<file path="src/rtl/ysyx_22040750_defs.sv">
// ysyx_22040750_defs
//   Shared definitions for the IF->ID stage: RV64I/M opcodes, the NOP that
//   an empty/reset stage presents, and the immediate-format enum used by
//   the predecoder.
package ysyx_22040750_defs;

  localparam logic [6:0] OPC_LOAD     = 7'b0000011;
  localparam logic [6:0] OPC_OP_IMM   = 7'b0010011;
  localparam logic [6:0] OPC_OP_IMM32 = 7'b0011011;
  localparam logic [6:0] OPC_JALR     = 7'b1100111;
  localparam logic [6:0] OPC_SYSTEM   = 7'b1110011;
  localparam logic [6:0] OPC_STORE    = 7'b0100011;
  localparam logic [6:0] OPC_BRANCH   = 7'b1100011;
  localparam logic [6:0] OPC_LUI      = 7'b0110111;
  localparam logic [6:0] OPC_AUIPC    = 7'b0010111;
  localparam logic [6:0] OPC_JAL      = 7'b1101111;
  localparam logic [6:0] OPC_OP       = 7'b0110011;
  localparam logic [6:0] OPC_OP32     = 7'b0111011;
  localparam logic [6:0] OPC_FENCE    = 7'b0001111;

  // addi x0, x0, 0
  localparam logic [31:0] INST_NOP = 32'h0000_0013;

  typedef enum logic [2:0] {
    IMM_I,
    IMM_S,
    IMM_B,
    IMM_U,
    IMM_J,
    IMM_NONE
  } imm_type_e;

endpackage

</file>
<file path="src/rtl/ysyx_22040750_imm_gen.sv">
// ysyx_22040750_imm_gen
//   Combinational predecoder: classifies the opcode, builds the
//   sign-extended immediate and the register-use enables for the hazard unit.
// Ports
//   inst     in   32    instruction to predecode
//   imm      out  XLEN  sign-extended immediate (0 for R-type / FENCE / unknown)
//   rs1_en   out  1     rs1 is read
//   rs2_en   out  1     rs2 is read
//   rd_en    out  1     rd is written (never for x0)
//   illegal  out  1     opcode outside the supported set (not gated by valid)
module ysyx_22040750_imm_gen
  import ysyx_22040750_defs::*;
#(
  parameter int XLEN = 64
) (
  input  logic [31:0]     inst,
  output logic [XLEN-1:0] imm,
  output logic            rs1_en,
  output logic            rs2_en,
  output logic            rd_en,
  output logic            illegal
);

  imm_type_e   imm_type;
  logic        is_rtype;
  logic [31:0] imm32;
  logic        rd_nz;

  assign rd_nz = (inst[11:7] != 5'd0);

  always_comb begin
    imm_type = IMM_NONE;
    is_rtype = 1'b0;
    illegal  = 1'b0;
    case (inst[6:0])
      OPC_LOAD, OPC_OP_IMM, OPC_OP_IMM32, OPC_JALR, OPC_SYSTEM: imm_type = IMM_I;
      OPC_STORE:              imm_type = IMM_S;
      OPC_BRANCH:             imm_type = IMM_B;
      OPC_LUI, OPC_AUIPC:     imm_type = IMM_U;
      OPC_JAL:                imm_type = IMM_J;
      OPC_OP, OPC_OP32:       is_rtype = 1'b1;
      OPC_FENCE:              imm_type = IMM_NONE;
      default:                illegal  = 1'b1;
    endcase
  end

  always_comb begin
    imm32 = 32'd0;
    case (imm_type)
      IMM_I:   imm32 = {{20{inst[31]}}, inst[31:20]};
      IMM_S:   imm32 = {{20{inst[31]}}, inst[31:25], inst[11:7]};
      IMM_B:   imm32 = {{19{inst[31]}}, inst[31], inst[7], inst[30:25], inst[11:8], 1'b0};
      IMM_U:   imm32 = {inst[31:12], 12'd0};
      IMM_J:   imm32 = {{11{inst[31]}}, inst[31], inst[19:12], inst[20], inst[30:21], 1'b0};
      default: imm32 = 32'd0;
    endcase
  end

  // every format above is already sign-extended to 32 bits
  assign imm = {{(XLEN-32){imm32[31]}}, imm32};

  always_comb begin
    rs1_en = 1'b0;
    rs2_en = 1'b0;
    rd_en  = 1'b0;
    case (imm_type)
      IMM_I: begin
        rs1_en = 1'b1;
        // covers csr ops / ecall with rd==x0 as well
        rd_en  = rd_nz;
      end
      IMM_S, IMM_B: begin
        rs1_en = 1'b1;
        rs2_en = 1'b1;
      end
      IMM_U, IMM_J: rd_en = rd_nz;
      default: begin
        if (is_rtype) begin
          rs1_en = 1'b1;
          rs2_en = 1'b1;
          rd_en  = rd_nz;
        end
      end
    endcase
  end

endmodule

</file>
<file path="src/rtl/ysyx_22040750_if_id.sv">
// ysyx_22040750_if_id
//   IF->ID pipeline stage. A 2-entry skid FIFO holds {pc,inst} so that
//   O_IF_ID_allowin depends only on the registered occupancy, never on
//   I_ID_EX_allowin. The head entry is predecoded combinationally.
// Ports
//   I_sys_clk, I_rst_n            clock / async active-low reset
//   I_IF_valid, I_pc, I_inst      upstream entry offered
//   O_IF_ID_allowin               stage has room (count != 2)
//   I_flush                       drop all buffered and incoming entries
//   I_ID_EX_allowin               consumer takes the head this cycle
//   O_ID_valid, O_pc, O_inst      head entry
//   O_rs1/O_rs2/O_rd (+ _en)      register fields and their use enables
//   O_imm                         sign-extended immediate
//   O_illegal                     unsupported opcode on a valid head
module ysyx_22040750_if_id
  import ysyx_22040750_defs::*;
#(
  parameter int XLEN  = 64,
  parameter int PC_W  = 32,
  parameter int DEPTH = 2
) (
  input  logic            I_sys_clk,
  input  logic            I_rst_n,
  input  logic            I_IF_valid,
  input  logic [PC_W-1:0] I_pc,
  input  logic [31:0]     I_inst,
  output logic            O_IF_ID_allowin,
  input  logic            I_flush,
  input  logic            I_ID_EX_allowin,
  output logic            O_ID_valid,
  output logic [PC_W-1:0] O_pc,
  output logic [31:0]     O_inst,
  output logic [4:0]      O_rs1,
  output logic [4:0]      O_rs2,
  output logic [4:0]      O_rd,
  output logic            O_rs1_en,
  output logic            O_rs2_en,
  output logic            O_rd_en,
  output logic [XLEN-1:0] O_imm,
  output logic            O_illegal
);

  // pointers are a single bit, so only a depth of 2 is meaningful
  localparam logic [1:0] FULL = DEPTH[1:0];

  logic [PC_W-1:0] pc_q   [2];
  logic [31:0]     inst_q [2];
  logic            wr_ptr;
  logic            rd_ptr;
  logic [1:0]      count;
  logic            push;
  logic            pop;
  logic            illegal_raw;

  assign O_IF_ID_allowin = (count != FULL);
  assign O_ID_valid      = (count != 2'd0);

  assign push = I_IF_valid & O_IF_ID_allowin & ~I_flush;
  assign pop  = O_ID_valid & I_ID_EX_allowin & ~I_flush;

  always_ff @(posedge I_sys_clk or negedge I_rst_n) begin
    if (!I_rst_n) begin
      for (int i = 0; i < 2; i++) begin
        pc_q[i]   <= '0;
        inst_q[i] <= INST_NOP;
      end
      wr_ptr <= 1'b0;
      rd_ptr <= 1'b0;
      count  <= 2'd0;
    end else if (I_flush) begin
      wr_ptr <= 1'b0;
      rd_ptr <= 1'b0;
      count  <= 2'd0;
    end else begin
      if (push) begin
        pc_q[wr_ptr]   <= I_pc;
        inst_q[wr_ptr] <= I_inst;
        wr_ptr         <= ~wr_ptr;
      end
      if (pop) begin
        rd_ptr <= ~rd_ptr;
      end
      case ({push, pop})
        2'b10:   count <= count + 2'd1;
        2'b01:   count <= count - 2'd1;
        default: count <= count;
      endcase
    end
  end

  assign O_pc   = pc_q[rd_ptr];
  assign O_inst = inst_q[rd_ptr];
  assign O_rs1  = O_inst[19:15];
  assign O_rs2  = O_inst[24:20];
  assign O_rd   = O_inst[11:7];

  ysyx_22040750_imm_gen #(
    .XLEN (XLEN)
  ) u_imm_gen (
    .inst    (O_inst),
    .imm     (O_imm),
    .rs1_en  (O_rs1_en),
    .rs2_en  (O_rs2_en),
    .rd_en   (O_rd_en),
    .illegal (illegal_raw)
  );

  assign O_illegal = O_ID_valid & illegal_raw;

endmodule

</file>
<file path="config.mk">
export PLATFORM = sky130hd
export DESIGN_NAME = ysyx_22040750_if_id
export DESIGN_NICKNAME = d
export VERILOG_FILES = /design/src/rtl/ysyx_22040750_defs.sv /design/src/rtl/ysyx_22040750_imm_gen.sv /design/src/rtl/ysyx_22040750_if_id.sv
export SDC_FILE = /design/constraint.sdc
export NUM_CORES = 1
export LEC_CHECK = 0
export BUFFER_PORTS_ARGS = -buffer_cell sky130_fd_sc_hd__buf_2
export CAP_MARGIN = 10
export CORE_MARGIN = 2
export CORE_UTILIZATION = 51
export DETAILED_ROUTE_END_ITERATION = 10
export PLACE_DENSITY = 0.79
export SLEW_MARGIN = 20
export SYNTH_ARGS = -nofsm -noshare
export SYNTH_HDL_FRONTEND = slang
export SYNTH_SLANG_ARGS = --single-unit
</file>
<file path="constraint.sdc">
create_clock -name I_sys_clk -period 3.1 [get_ports I_sys_clk]
set_input_delay 0.155 -clock I_sys_clk [delete_from_list [all_inputs] [get_ports I_sys_clk]]
set_output_delay 0.155 -clock I_sys_clk [all_outputs]
set_load 0.05 [all_outputs]
</file>
---- Word level (Yosys, flattened, before mapping) ----
Index checks and enable logic that the tools add are counted.
operators by class
  add/subtract/negate cells ............... 2
  $lt $le $gt $ge ......................... 3
  equality and inequality tests ........... 20
  mux-type cells .......................... 25
  bitwise gates (word level) .............. 10
  reductions and logical operators ........ 16
operator list
  kind                                                                    count
  32-bit 2-to-1 mux                                                       7
  32-bit one-hot mux with 5 select lines                                  1
  64-bit bitwise mux                                                      2
  32-bit demux with 1-bit select                                          1
  7-bit by 6-bit equality test with 1-bit output (second input constant)  4
  7-bit equality test (second input constant)                             4
  7-bit by 5-bit equality test with 1-bit output (second input constant)  3
  3-bit one-hot mux with 5 select lines                                   1
  13-bit OR reduction                                                     1
  1-bit 2-to-1 mux                                                        8
  2-bit OR reduction                                                      4
  7-bit by 2-bit equality test with 1-bit output (second input constant)  1
  7-bit by 4-bit equality test with 1-bit output (second input constant)  1
  3-bit by 2-bit equality test with 1-bit output (second input constant)  2
  1-bit one-hot mux with 2 select lines                                   3
  2-bit nonzero test                                                      3
  3-bit OR reduction                                                      2
  1-bit bitwise AND                                                       5
  5-bit nonzero test                                                      1
  5-bit OR reduction                                                      1
  2-bit >= comparator (second input constant)                             2
  1-bit NOT with 2-bit output                                             2
  2-bit one-hot mux with 2 select lines                                   1
  3-bit by 1-bit equality test with 1-bit output (second input constant)  1
  other kinds (13)                                                        15
storage, ports and cells
  register bits ........................... 132
  bits of input ports ..................... 69
  output and inout bits ................... 149
  word-level logic and storage cells ...... 83

---- Logic depth before layout (Yosys ltp) ----
Gate-level depths: netlist of run 1.
  word-level depth ........................ 10
  depth in mapped cells ................... 9
  mapped depth without buffers ............ 6

---- Hierarchy ----
Synthesis of run 1 repeated with hierarchy kept, for this count alone.
second synthesis, totals
  cells, all modules ...................... 521
  area total of the unflattened synthesis .. 7000.5 µm²
by module, submodules not included
  module                 instances  cells each  area each (µm²)  seq. area each (µm²)
  ysyx_22040750_if_id    1          381         6057.1           3310.7
  ysyx_22040750_imm_gen  1          140         943.4            0.0

---- Worst setup path after synthesis of run 1 ----
Ideal clock, no wire load.
  path kind ............................... register to output
  from .................................... register rd_ptr
  to ...................................... output port O_imm[1]
  data arrival time ....................... 2968 ps
  required time ........................... 2945 ps
  setup slack ............................. -23 ps
  cell stages (with the launch flop) ...... 8
  path buffers ............................ 1
  path through ............................ dfrtp_1 > buf_6 > mux2i_1 > inv_1 > nand3_1 > a21oi_2 > o21ai_2 > o32ai_1
on the way
  cells in the longest elaborated chain, start to end .. 9
  elaborated cells between the ends (all ways) .. 23
  classes of those cells .................. eq/ne: 14; mux: 5; bitwise: 1; reduce/logical: 3
RTL lines
  item                                                                          line                         text
  start: declaration                                                            ysyx_22040750_if_id.sv:49    logic rd_ptr;
  start signal: assignment                                                      ysyx_22040750_if_id.sv:81    rd_ptr <= ~rd_ptr;
  1-bit NOT with 2-bit output (not written as such) (*)                         ysyx_22040750_if_id.sv:92    assign O_inst = inst_q[rd_ptr];
  32-bit 2-to-1 mux (not written as such) (*) (3 in a row)                      ysyx_22040750_if_id.sv:92
  named net O_inst[4]                                                           ysyx_22040750_if_id.sv:32    output logic [31:0] O_inst,
  7-bit by 2-bit equality test with 1-bit output, or another cell as far along  ysyx_22040750_imm_gen.sv:35  case (inst[6:0])
  5-bit OR reduction / 2-bit OR reduction (equally long branches)               ysyx_22040750_imm_gen.sv:35
  3-bit one-hot mux with 5 select lines (*)                                     ysyx_22040750_imm_gen.sv:35
  3-bit equality test, or another cell as far along                             ysyx_22040750_imm_gen.sv:49  case (imm_type)
  32-bit one-hot mux with 5 select lines (*)                                    ysyx_22040750_imm_gen.sv:49
  end: declaration                                                              ysyx_22040750_if_id.sv:39    output logic [XLEN-1:0] O_imm,
The timed path passes the listed nets; every way through them passes the cells marked *. The select of a mux whose other input is x is not followed.

---- Final worst setup path of run 1 ----
  from .................................... register rd_ptr
  to ...................................... output port O_imm[24]
on the way
  cells in the longest elaborated chain, start to end .. 9
  elaborated cells between the ends (all ways) .. 23
  classes of those cells .................. eq/ne: 14; mux: 5; bitwise: 1; reduce/logical: 3
RTL lines
  item                                                                          line
  1-bit NOT with 2-bit output (not written as such) (*)                         ysyx_22040750_if_id.sv:92
  32-bit 2-to-1 mux (not written as such) (*) (3 in a row)                      ysyx_22040750_if_id.sv:92
  7-bit by 2-bit equality test with 1-bit output, or another cell as far along  ysyx_22040750_imm_gen.sv:35
  5-bit OR reduction / 2-bit OR reduction (equally long branches)               ysyx_22040750_imm_gen.sv:35
  3-bit one-hot mux with 5 select lines                                         ysyx_22040750_imm_gen.sv:35
  3-bit equality test, or another cell as far along                             ysyx_22040750_imm_gen.sv:49
  32-bit one-hot mux with 5 select lines (*)                                    ysyx_22040750_imm_gen.sv:49
Every way passes the cells marked *; elsewhere a longest branch is shown, timed or not. The select of a mux whose other input is x is not followed.

==> results of run 1 <==
[sequential cells by signal, summed over array words and instances (netlist names)]
register and flops:
inst_q 64, rd_ptr 1, wr_ptr 1, count 2
pc_q 64
[worst max-delay path: stages (launching register included)]
cell and delay, ns:
dfrtp_4 0.58, buf_12 0.15, mux2i_4 0.30, inv_2 0.11, mux2i_1 0.28, o31ai_4 0.11, o21ai_0 0.31, buf_4 0.21
o21ai_0 0.14, buf_2 0.27
[power breakdown]
| part | total (uW) | internal [uW] | switching, uW |
|---|---|---|---|
| Clock | 2260 | 1540 | 719 |
| Combinational | 3300 | 1070 | 2230 |
| Sequential | 2500 | 2220 | 274 |
| Total | 8050 | 4830 | 3220 |
[cell usage after synthesis, drive strengths merged]
| master | instances |
|---|---|
| a211oi | 2 |
| a21oi | 5 |
| a31oi | 3 |
| and3 | 1 |
| and3b | 1 |
| and4 | 1 |
| buf | 68 |
| clkbuf | 3 |
| dfrtp | 126 |
| dfstp | 6 |
| inv | 23 |
| mux2 | 172 |
| mux2i | 22 |
| nand2 | 15 |
| nand2b | 3 |
| nand3 | 4 |
| nand3b | 1 |
| nand4 | 4 |
| nor2 | 18 |
| nor3 | 3 |
| nor3b | 1 |
| nor4b | 1 |
| nor4bb | 1 |
| o211ai | 2 |
| o21ai | 25 |
| o221ai | 1 |
| o31ai | 1 |
| o32ai | 5 |
| or2 | 3 |
| xor2 | 2 |
[cell type report]
class / instances / area [um2]
well taps: 172 / 215
diodes: 1 / 2.50
multi-input cells: 297 / 2820
clock buffers: 25 / 505
repair buffers: 305 / 2090
clock inverters: 7 / 166
fillers: 889 / 3520
flip-flops and latches: 132 / 3310
inverters: 23 / 86.3
[stage by stage]
| step | setup TNS (ns) | instances | power, uW | worst slack, ns |
|---|---|---|---|---|
| CTS | 0 | 950 | 8000 | 0.00325 |
| finish | 0 | 962 | 8050 | 0.0685 |
| global route | -0.230 | 962 | 8380 | -0.0530 |
| floorplan | -0.199 | 523 | 5040 | -0.0229 |
| detailed placement | 0 | 854 | 5660 | 0.459 |
| global placement | 0 | 854 | 5580 | 0.434 |
[kinds of logic (layout without fill, tap and decap cells)]
logic type	Yosys count	after routing	share of synthesized area (%)
muxes	194	194	32.9
DFF	132	132	49.6
buffers and inverters	94	360	8.61
and+or+nand+nor	57	57	4.26
AOI/OAI and AO/OA	44	44	4.31
xor gates and xnor gates	2	2	0.263
other	0	1	0
[worst min-delay path by stage]
stage	from	endpoint	slack, ns	depth (start not counted)
6_report	I_inst[8]	inst_q[40]	0.02	2
5_1_grt	I_inst[8]	inst_q[40]	0.01	2
4_1_cts	I_inst[8]	inst_q[40]	0.002	2
3_5_place_dp	I_rst_n	inst_q[22]	0.36	1
3_3_place_gp	I_rst_n	inst_q[10]	0.34	1
2_1_floorplan	I_rst_n	count[0]	-0.14	0
[routing by layer]
layer / GRT usage (%) / routed length (um) / up-vias
met5: 0 / 0 / -
met4: 9.00 / 393 / 0
met3: 7.19 / 1190 / 27
met2: 45.6 / 9200 / 207
met1: 29.4 / 6930 / 2454
li1: - / - / 2310
[timing repair]
item,in CTS,in global routing
resized for setup,0,44
hold buffers,64,0
endpoints found under the setup margin,0,54
endpoints found under the hold margin,226,0
buffers inserted,0,10
==> results.yml, run 1 <==
status:
  outcome: "finished, final reports clean"
place:
  dpl_cell_area_um2: 7650
  globalplace.congestion: 0.914
  post-dp-hpwl_um: 12000
  numPortBuffers: 217
clock_tree:
  cts_buffers: 17
  clkSlewWorstSetupHoldPaths_ns: 0.06
  tritoncts: "yes"
  cts_sinks: 132
  htreeDepth: 4
  clockRootBuffer: "clkbuf_16"
  clkLatencyLatePin_ns: 0.42
  cts_max_path_buffers: 2
sta:
  maxSlewHeadroom_pct: 58.0
  period_needed_ns: 3.03
  fin_worst_skew_ns: 0.00560
  hold_viol: 0
  fmax_mhz: 330
  drv_slew: 0
  setup_viol_count_final: 0
  worst_slew_pin_slew_ns: 0.613
  final.period_utilization_pct: 97.8
  hold_slack_ns: 0.0176
flow_run:
  max-cap-violations: 0
yosys:
  ys_warn_count: 0
  yosys.area.top_type: "dfrtp_1"
  synth_cells: 523
  synthesis.area_um2: 6670
  ys_ff_latch: 132
  synth_area_leaders: "dfrtp_1, mux2_2, buf_4, mux2i_1, dfstp_2"
  postSynthAreaPerCell_um2: 12.8
  yosysSeqAreaShare_pct: 49.6
  synth_top_area_share_pct: 47.3
  synthesis.nets: 592
  synth.distinct_cells: 41
setup_path:
  r2r_setup_slack_ns: 1.03
  reg2regPathDepth: 6
  startpoint_type: "register"
  worstSetupPathType: "register to primary output"
  cp-end-kind: "primary output"
  rr_endpoint: "pc_q[30]"
  required_ns: 2.94
  startpoint: "rd_ptr"
  cp.arrival_ns: 2.88
  timing.rr.start: "count[0]"
  cp-endpoint: "O_imm[24]"
  crit_fanout: 14
cells_and_area:
  fin_nets: 845
  syn2layout_area_growth_pct: 37.9
  final_layout_size_suffix_gt1_share_pct: 59.2
  stdcell_area_um2: 9200
  postLayoutCoreUtil_pct: 72.3
  final_common_cell: "buf_2"
  layout_common_cells: "buf_2, mux2_2, dfrtp_1"
drt:
  wire_per_inst_um: 18.4
  drcViolationCount: 0
  routed_wl_um: 17700
  firstDrtPassIters: 4
  viasPerCell: 5.20
  drt_iter0_drc: 183
  ant_nets: 0
  num_vias: 4998
global_routing:
  antenna_found_initial: 1
  grt.overflow.total: 0
  grt_max_degree: 112
  track_usage_pct: 25.6
  grt_pass1_wl_um: 27700
  grt_pass1_vias: 5139
pwr:
  p_per_area_nw_per_um2: 876
  power_leakage_uw: 0.00434
  peakVddDrop_mv: 0.565
floorplan:
  initial_core_util_pct: 52.4
  core_area_um2: 12700
  fp.dieH_um: 118
  die_w_um: 118
  ios: 218
  rows: 41
  dieArea_um2: 14000
hold_path:
  hp-class: "primary input to register"
Power figures use the tool's default switching activity.
==> inputs of run 2 (changes only) <==
- HOLD_SLACK_MARGIN: unset -> 0.03
- clock period: 3.1 -> 3.4 ns (I/O delays scaled with it)
==> run 2 against run 1 <==
Net effect:
- power shrank 14%
- die area is the same
- worst setup slack lost 0.023 ns
- register-to-register slack gained 0.43 ns
- combinational power shrank 12%
- cell area shrank 4.1%
- final cell count shrank 1.5%
- clock skew shrank 0.0012 ns
- first-iteration DRC count grew 27%
- via count grew 0.76%
- largest cell class unchanged
==> results.yml, run 2 (synthesis gave the netlist of run 1 again) <==
clock_tree:
  cts_max_path_buffers: 2
  clkSlewWorstSetupHoldPaths_ns: 0.06
  clkLatencyLatePin_ns: 0.42
  htreeDepth: 4
  tritoncts: "yes"
  clockRootBuffer: "clkbuf_16"
  cts_buffers: 17
  cts_sinks: 132
setup_path:
  cp.arrival_ns: 3.18
  cp-end-kind: "primary output"
  slowest_delay_ns: 0.61
  required_ns: 3.23
  crit_fanout: 16
  worstSetupPathType: "register to primary output"
  critPathSlowestCell: "dfrtp_4"
  crit_chain: "mux2i_4 > inv_2 > mux2i_1 > o31ai_4 > o21ai_2 > buf_4 > o21ai_0 > buf_2"
  startpoint_type: "register"
place:
  pre_cts_slack_ns: 0.392
  post-dp-hpwl_um: 11500
  dpl_cell_area_um2: 7560
  numPortBuffers: 217
  globalplace.congestion: 0.918
cells_and_area:
  stdcell_area_um2: 8830
  syn2layout_area_growth_pct: 32.3
  final_common_cell: "buf_2"
  top_regs: "inst_q x64, pc_q x64, count x2"
  fin_nets: 832
  final_layout_size_suffix_gt1_share_pct: 58.6
  antenna_cells: 0
  layout_common_cells: "buf_2, mux2_2, dfrtp_1"
sta:
  hold_slack_ns: 0.100
  rsz0062_at_grt: "false"
  maxSlewHeadroom_pct: 38.2
  setup_viol_count_final: 0
  worst_slack_ns: 0.0457
  drv_slew: 0
  fmax_mhz: 298
  hold_viol: 0
  worst_slew_pin_slew_ns: 0.927
  tns_ns: 0
  final.period_utilization_pct: 98.7
  fin_worst_skew_ns: 0.00436
  period_needed_ns: 3.35
pwr:
  switching_power_uw: 2930
  p_clk_share_pct: 25.3
  p_total_uw: 6940
  p_int_uw: 4010
  pwr-share-comb_pct: 42.0
  swShare_pct: 42.2
  pwr-share-seq_pct: 32.8
  power_leakage_uw: 0.00420
  p_per_area_nw_per_um2: 787
  peakVddDrop_mv: 0.513
global_routing:
  grt_pass1_wl_um: 27100
  grt_pass1_vias: 5353
  grt_max_degree: 89
  antenna_found_initial: 1
  grt.overflow.total: 0
  track_usage_pct: 24.9
floorplan:
  rows: 41
  ios: 218
  initial_core_util_pct: 52.4
  core_area_um2: 12700
  dieArea_um2: 14000
  die_w_um: 118
  fp.dieH_um: 118
flow_run:
  max-cap-violations: 0
drt:
  routed_wl_um: 17100
  num_vias: 5036
  drt_iter0_drc: 232
  firstDrtPassIters: 4
  ant_nets: 0
  wire_per_inst_um: 18.1
  drcViolationCount: 0
  viasPerCell: 5.31
hold_path:
  hp-class: "primary input to register"
status:
  outcome: "finished, final reports clean"
==> run 2: changes by cell type in the layout (fill, tap and decap cells not counted), sizes merged <==
cell,before,now
clkbuf,61,21
buf,205,226
bufinv,5,1
clkinv,1,5
clkinvlp,1,5
dlygate4sd3,64,66
diode,1,0
==> run 2: power by group through the flow <==
stage | Clock [uW] | Sequential, uW | Combinational [uW]
CTS | 1780 | 2270 | 2900
finish | 1750 | 2280 | 2910
floorplan | 0 | 2200 | 2390
detailed placement | 0 | 2300 | 2830
global placement | 0 | 2250 | 2790
global route | 1860 | 2330 | 3050
==> run 2: layout make-up <==
| type | instances | area (um2) |
|---|---|---|
| clock inverter | 11 | 101 |
| clock buffer | 21 | 480 |
| timing repair buffer | 292 | 1820 |
| fill | 930 | 3900 |
| multi-input combinational | 297 | 2800 |
| tap | 172 | 215 |
| inverter | 23 | 90.1 |
| sequential | 132 | 3310 |
==> run 2: critical path, delay by kind of cell, from the launching register on <==
kind,cells,cell delay (ns)
AO/OA/AOI/OAI,3,0.87
buffers and inverters,3,0.66
multiplexers,2,0.62
flip-flops,1,0.61
==> run 2: routing by layer <==
layer	global-route usage, %	wire length [um]
met1	25.9	6430
met2	44.5	8930
met3	9.31	1310
met4	10.8	468
met5	0	0
==> run 2: stage by stage <==
stage | instances | utilization, %
6_report | 948 | 69.4
5_1_grt | 948 | 69.4
4_1_cts | 947 | 69.2
3_5_place_dp | 849 | 59.4
3_3_place_gp | 849 | 59.4
2_1_floorplan | 523 | -
==> run 2: timing repair <==
action	CTS	global route
buffers inserted	0	1
hold buffers	66	0
endpoints found under the hold margin	212	0
resized for setup	1	2
pin swaps	0	1
endpoints found under the setup margin	36	50
==> run 2: path summary, 6_finish.rpt <==
| path | start | to | slack, ns | depth (start not counted) |
|---|---|---|---|---|
| max | rd_ptr | O_imm[13] | 0.05 | 8 |
| min | I_ID_EX_allowin | count[0] | 0.10 | 3 |
| max reg2reg | count[0] | inst_q[20] | 1.46 | 6 |
| min reg2reg | pc_q[32] | pc_q[32] | 0.50 | 1 |
| max in group asynchronous | I_rst_n | pc_q[31] | 2.16 | 3 |
| min in group asynchronous | I_rst_n | inst_q[11] | 0.39 | 2 |
